--- src/rtl/control_pipeline_elastic.sv ---
// rtl/control_pipeline_elastic.sv - elastic control-word pipeline with bubble collapse and flush
// Optional one-entry input skid register enabled by CTRL_PIPE_SKID_EN.
module control_pipeline_elastic #(
    parameter int WIDTH = 64,
    parameter int DEPTH = 2
) (
    input  logic                          clk,
    input  logic                          rst_n,
    input  logic                          in_valid,
    output logic                          in_ready,
    input  logic [WIDTH-1:0]              in_data,
    output logic                          out_valid,
    input  logic                          out_ready,
    output logic [WIDTH-1:0]              out_data,
    input  logic                          flush,
    output logic [$clog2(DEPTH+2)-1:0]    occupancy
);
    localparam int OW = $clog2(DEPTH+2);

    logic [DEPTH-1:0] valid;
    logic [WIDTH-1:0] data [DEPTH];
    logic [DEPTH-1:0] load;
    logic             drain;
    logic             all_full;
    logic             in_fire;
    logic             src_valid;
    logic [WIDTH-1:0] src_data;
    logic             prev_valid [DEPTH];
    logic [WIDTH-1:0] prev_data [DEPTH];
    logic [OW-1:0]    stage_cnt;

    assign drain = out_ready && !flush;

    // A stage can load whenever any stage at or after it is empty, or the tail drains.
    always_comb begin
        load     = '0;
        all_full = 1'b1;
        for (int i = DEPTH-1; i >= 0; i--) begin
            all_full = all_full && valid[i];
            load[i]  = !all_full || drain;
        end
    end

`ifdef CTRL_PIPE_SKID_EN
    logic             skid_valid;
    logic [WIDTH-1:0] skid_data;
    logic             skid_valid_next;
    logic             ready_q;

    // in_ready comes from a flop, so out_ready never reaches it combinationally.
    assign in_ready        = ready_q && !flush;
    assign in_fire         = in_valid && in_ready;
    assign src_valid       = skid_valid || in_fire;
    assign src_data        = skid_valid ? skid_data : (in_fire ? in_data : '0);
    assign skid_valid_next = !flush && !load[0] && (skid_valid || in_fire);

    always_ff @(posedge clk or negedge rst_n) begin
        if (!rst_n) begin
            skid_valid <= 1'b0;
            skid_data  <= '0;
            ready_q    <= 1'b0;
        end else begin
            skid_valid <= skid_valid_next;
            ready_q    <= !skid_valid_next;
            if (!skid_valid_next)
                skid_data <= '0;
            else if (!skid_valid)
                skid_data <= in_data;
        end
    end

    assign occupancy = stage_cnt + OW'(skid_valid);
`else
    logic started;

    always_ff @(posedge clk or negedge rst_n) begin
        if (!rst_n)
            started <= 1'b0;
        else
            started <= 1'b1;
    end

    assign in_ready  = started && !flush && load[0];
    assign in_fire   = in_valid && in_ready;
    assign src_valid = in_fire;
    assign src_data  = in_fire ? in_data : '0;

    assign occupancy = stage_cnt;
`endif

    always_comb begin
        prev_valid[0] = src_valid;
        prev_data[0]  = src_data;
        for (int i = 1; i < DEPTH; i++) begin
            prev_valid[i] = valid[i-1];
            prev_data[i]  = data[i-1];
        end
    end

    // Invalid predecessors always carry 0, so a stage emptied by a shift reads as NOP.
    always_ff @(posedge clk or negedge rst_n) begin
        if (!rst_n) begin
            valid <= '0;
            for (int i = 0; i < DEPTH; i++)
                data[i] <= '0;
        end else if (flush) begin
            valid <= '0;
            for (int i = 0; i < DEPTH; i++)
                data[i] <= '0;
        end else begin
            for (int i = 0; i < DEPTH; i++) begin
                if (load[i]) begin
                    valid[i] <= prev_valid[i];
                    data[i]  <= prev_valid[i] ? prev_data[i] : '0;
                end
            end
        end
    end

    always_comb begin
        stage_cnt = '0;
        for (int i = 0; i < DEPTH; i++)
            stage_cnt = stage_cnt + OW'(valid[i]);
    end

    assign out_valid = valid[DEPTH-1];
    assign out_data  = data[DEPTH-1];

endmodule
--- config.mk ---
export PLATFORM = sky130hd
export DESIGN_NAME = control_pipeline_elastic
export DESIGN_NICKNAME = d
export VERILOG_FILES = /design/src/rtl/control_pipeline_elastic.sv
export SDC_FILE = /design/constraint.sdc
export NUM_CORES = 1
export LEC_CHECK = 0
export ABC_AREA = 0
export BUFFER_PORTS_ARGS = -buffer_cell sky130_fd_sc_hd__buf_4
export CORE_MARGIN = 2
export CORE_UTILIZATION = 29
export DETAILED_ROUTE_END_ITERATION = 8
export PLACE_DENSITY = 0.51
export SLEW_MARGIN = 20
export SYNTH_ARGS = -nofsm -noshare
export SYNTH_HDL_FRONTEND = slang
export SYNTH_SLANG_ARGS = --single-unit
export TNS_END_PERCENT = 30
--- constraint.sdc ---
create_clock -name clk -period 1.6 [get_ports clk]
set_input_delay 0.16 -clock clk [delete_from_list [all_inputs] [get_ports clk]]
set_output_delay 0.16 -clock clk [all_outputs]
set_load 0.02 [all_outputs]
* Word-level counts from Yosys, hierarchy flattened
Index checks and enable logic that the tools add are counted.
Storage, ports and cells: flip-flop bits (word level) 131, input port bits 69, logic and storage cells 26
Cells by class: $add $sub $neg 1, muxes and demuxes 8, reduce and logical (&&, ||, !) cells 12
Operators with widths (count):
- $mux W64 | 4
- $mux W128 | 1
- $logic_and A1 B1 Y1 | 5
- $reduce_bool A2 Y1 | 2
- $logic_not A1 Y1 | 3
- $add A1 B1 Y2 | 1
- $logic_or A1 B1 Y1 | 2
- $mux W1 | 2
- $mux W2 | 1

* Depth between registers and ports, before layout
depth after elaboration 8, gate-level depth with buffers 5, depth with buffers taken out 3

* Worst setup path before layout
OpenSTA, ideal clock, no wires.
kind register to output, from register valid[1], to output port in_ready, arrival time 1467 ps, required time 1440 ps, path slack -27 ps, stages on the path, launching flop included 6, path buffers 2, cell sequence dfrtp_1 > ha_1 > nor2b_1 > buf_2 > buf_2 > nor2_1
On the way: word-level cells in the longest chain between the ends 4
RTL lines:
- from (decl) | line 20 | logic [DEPTH-1:0] valid;
- from (signal, indexed assignment) | line 113 | valid[i] <= prev_valid[i];
- $logic_and A1 B1 Y1 | line 39 | all_full = all_full && valid[i];
- named net all_full | line 24 | logic all_full;
- $logic_not A1 Y1 | line 40 | load[i] = !all_full || drain;
- $logic_or A1 B1 Y1 | line 40
- $logic_and A1 B1 Y1 | line 83 | assign in_ready = started && !flush && load[0];
- to (decl) | line 10 | output logic in_ready,
The timed path passes the listed nets, and every way through them passes these cells.

* Worst setup path in the final report
from register valid[1], to output port in_ready
On the way: word-level cells in the longest chain between the ends 4
RTL lines (line):
- $logic_and A1 B1 Y1 | 39
- $logic_not A1 Y1 | 40
- $logic_or A1 B1 Y1 | 40
- $logic_and A1 B1 Y1 | 83
No other way between the ends.

==> summary.md <==
| Metric | Value |
|---|---|
| Outcome | complete, but fails checks |
| Violated checks | negative setup slack |
| Area added between synthesis and finish | 31.1% |
| DR WL/cell | 17.4 um |
| FMAX | 0.613 GHz |
| Starting density of the core | 0.297 |
| Maxcap violations | 0 |
| Clock transition at the registers of the reported paths | 0.06 ns |
| Critical path type | flop to primary output |
| Cell count after synthesis | 655 |
| HP Start | in_data[32] |
| Residual DRC | 0 |
| DP HPWL | 10.9 mm |
| Die width | 159 um |
| Worst reg2reg endpoint | out_data[13] |
| Measured slew at the worst slew-check pin | 0.682 ns |
| Final Hold Viols | 0 |
| Startpoint Class | flop |
| Register area | 3280 um2 |
| Initial antenna violation count | 0 |
| Worst-case clock skew | 0.0174 ns |
| Max FO, Critical Path | 3 |
| Buffers on Ports | 136 |
| Area contributors post-synth | dfrtp_1 (47%), o32ai_2 (11%), nand4bb_1 (10%) |
| FF-to-FF setup slack | 0.07 ns |
| Die H | 159 um |
| Largest net degree at the start of global routing | 66 |
| Vias in the first global route | 5600 |
| Yosys reg bits | 131 |
| Clk sink count | 131 |
| CTS tree | done |
| Detailed Routing Iterations Pass 1 | 4 |
| Register area share after synthesis | 0.468 |
| Die ar. | 25400 um2 |
| Post-synth top area cell | dfrtp_1 |
| GR Util All Layers | 0.157 |
| Core Region | 23600 um2 |
| Area of the multi-input gates | 2490 um2 |
| Num CTS Buffers | 17 |
| Routed Antenna Nets | 0 |
| Worst skew pair latency | 0.42 ns |
| Worst setup path startpoint | valid[1] |
| Synthesized cell area | 7000 um2 |
| Vias per Instance | 4.65 |
| Post-Route WL | 19.0 mm |
| Worst path required time | 1.44 ns |
| IO Pins | 137 |
| Finish-stage setup viols | 1 |
| Worst reg2reg path depth | 4 |
| Worst rel slew slack | 0.546 |
| Placed inst area | 7960 um2 |
| Worst hold endpoint | data[96] |
| 1st-iter DRT viols | 212 |
| Post-route cell area | 9190 um2 |
| Root buffer cell | clkbuf_16 |
| Ant. Diodes | 0 |
| Post-route setup slack | -0.0320 ns |
| RSZ-0062 raised after global routing | true |
| WHS Path Cells | 3 |
| Slew Viols, Final | 0 |
| Via count | 5091 |
| Peak supply drop | 0.450 mV |
| Net Count, Synth | 725 |
| First-pass GRT wire length | 31.5 mm |
| Worst r2r src | valid[0] |
| P_leak | 3.77 nW |
| Period Utilization, post-route | 1.02 |
| NumNets Final | 833 |
| RePlAce Congestion | 0.685 |
| Power Density | 893 nW/um2 |
| Grt ovf | 0 |
| Yosys warning count | 0 |
| Final min period | 1.63 ns |
| Element type at the critical path end | primary output |
| WP data arrival | 1.47 ns |
| Share of cells above drive strength 1 | 0.320 |
| Yosys cell types | 18 |
| Final core occ | 0.389 |
| Number of fill cells | 2362 |
| Depth of the CTS H-tree | 4 |
| Avg Cell Area, Syn | 10.7 um2 |
| Clk buf depth | 2 |
| Worst Hold Class | input pin to flop |
| Yosys top cell area share | 0.468 |
| Row count | 56 |
[where the power goes]
group          total (W)  internal, W  switching [W]
combinational   0.000738     0.000359       0.000378
sequential       0.00339      0.00336      0.0000273
clock            0.00407      0.00258        0.00149
[synthesized netlist by cell type, drive strengths merged]
cell type	number
nand2b	2
nand2	65
buf	101
o32ai	64
ha	1
clkbuf	27
inv	129
dfrtp	131
conb	1
nor2	1
or3b	1
o31ai	65
nor2b	2
nand4bb	65
[state kept, by name, indices dropped and copies added (netlist names)]
signal,cells
valid,2
data,64
started,1
out_data,64
[cell type report]
| cell class | instances | share of cell area |
|---|---|---|
| timing repair buffer | 217 | 0.209 |
| clock inverter | 8 | 0.0136 |
| sequential | 131 | 0.357 |
| multi-input combinational | 267 | 0.271 |
| inverter | 129 | 0.0527 |
| clock buffer | 24 | 0.0524 |
| tap | 319 | 0.0435 |
[timing repair]
action | 4_1_cts | 5_1_grt
pin swaps | 1 | 0
endpoints found under the setup margin | 2 | 2
buffers inserted | 4 | 0
gates cloned | 1 | 0
resized for setup | 4 | 0
hold buffers | 53 | 1
hold endpoints to repair | 183 | 1
[placed cells by master, fill, tap and decap left out]
cell type,n
buf_4,150
dfrtp_1,130
inv_1,129
nand2_1,65
nand4bb_1,65
o31ai_1,65
dlygate4sd3_1,54
o32ai_2,49
clkbuf_16,17
o32ai_1,15
buf_12,10
clkbuf_1,4
clkbuf_8,3
bufinv_16,3
nor2b_4,2
clkinv_2,2
clkinv_4,2
buf_6,2
nand2b_2,1
nor2_4,1
nand2b_4,1
or3b_4,1
ha_4,1
clkinvlp_4,1
bufbuf_16,1
conb_1,1
dfrtp_2,1
[worst max-delay path by stage]
stage | endpoint | slack [ns] | cells after the start
after floorplan | in_ready | 0.06 | 5
after global placement | in_ready | 0.13 | 5
after detailed placement | in_ready | 0.12 | 5
after CTS | in_ready | -0.06 | 5
after global routing | in_ready | -0.10 | 5
final | in_ready | -0.03 | 5
[cell families (layout without fill, tap and decap cells)]
logic type / after synthesis / count (layout) / synth area share
buffers and inverters: 257 / 378 / 0.183
and+or+nand+nor: 136 / 136 / 0.145
DFF: 131 / 131 / 0.468
AOI/OAI and AO/OA: 129 / 129 / 0.202
adders and majority gates: 1 / 1 / 0.00179
other: 1 / 1 / 0.000535
[layer usage]
layer | share of wire | vias up | track usage
met3 | 0.036 | 8 | 0.0359
met2 | 0.46 | 109 | 0.248
met4 | 0.0076 | 0 | 0.0372
met1 | 0.50 | 2564 | 0.219
met5 | 0 | - | 0
li1 | - | 2410 | -
[per-stage QoR]
step	hold WS [ns]	TNS (ns)	total power, W	setup WS [ns]	instances
2_1_floorplan	-0.136	0	0.00373	0.0618	655
3_3_place_gp	0.0692	0	0.00409	0.126	1004
3_5_place_dp	0.0730	0	0.00409	0.124	1004
4_1_cts	0.000672	-0.0554	0.00833	-0.0554	1094
5_1_grt	0.00530	-0.106	0.00853	-0.103	1095
6_report	0.0128	-0.0320	0.00820	-0.0320	1095
[worst max-delay path, stage by stage, from the launching register on]
cell and delay [ns]:
dfrtp_1 0.41, ha_4 0.19, nor2b_4 0.13, buf_12 0.12
nor2_4 0.08, buf_6 0.12
Power figures use the tool's default switching activity.
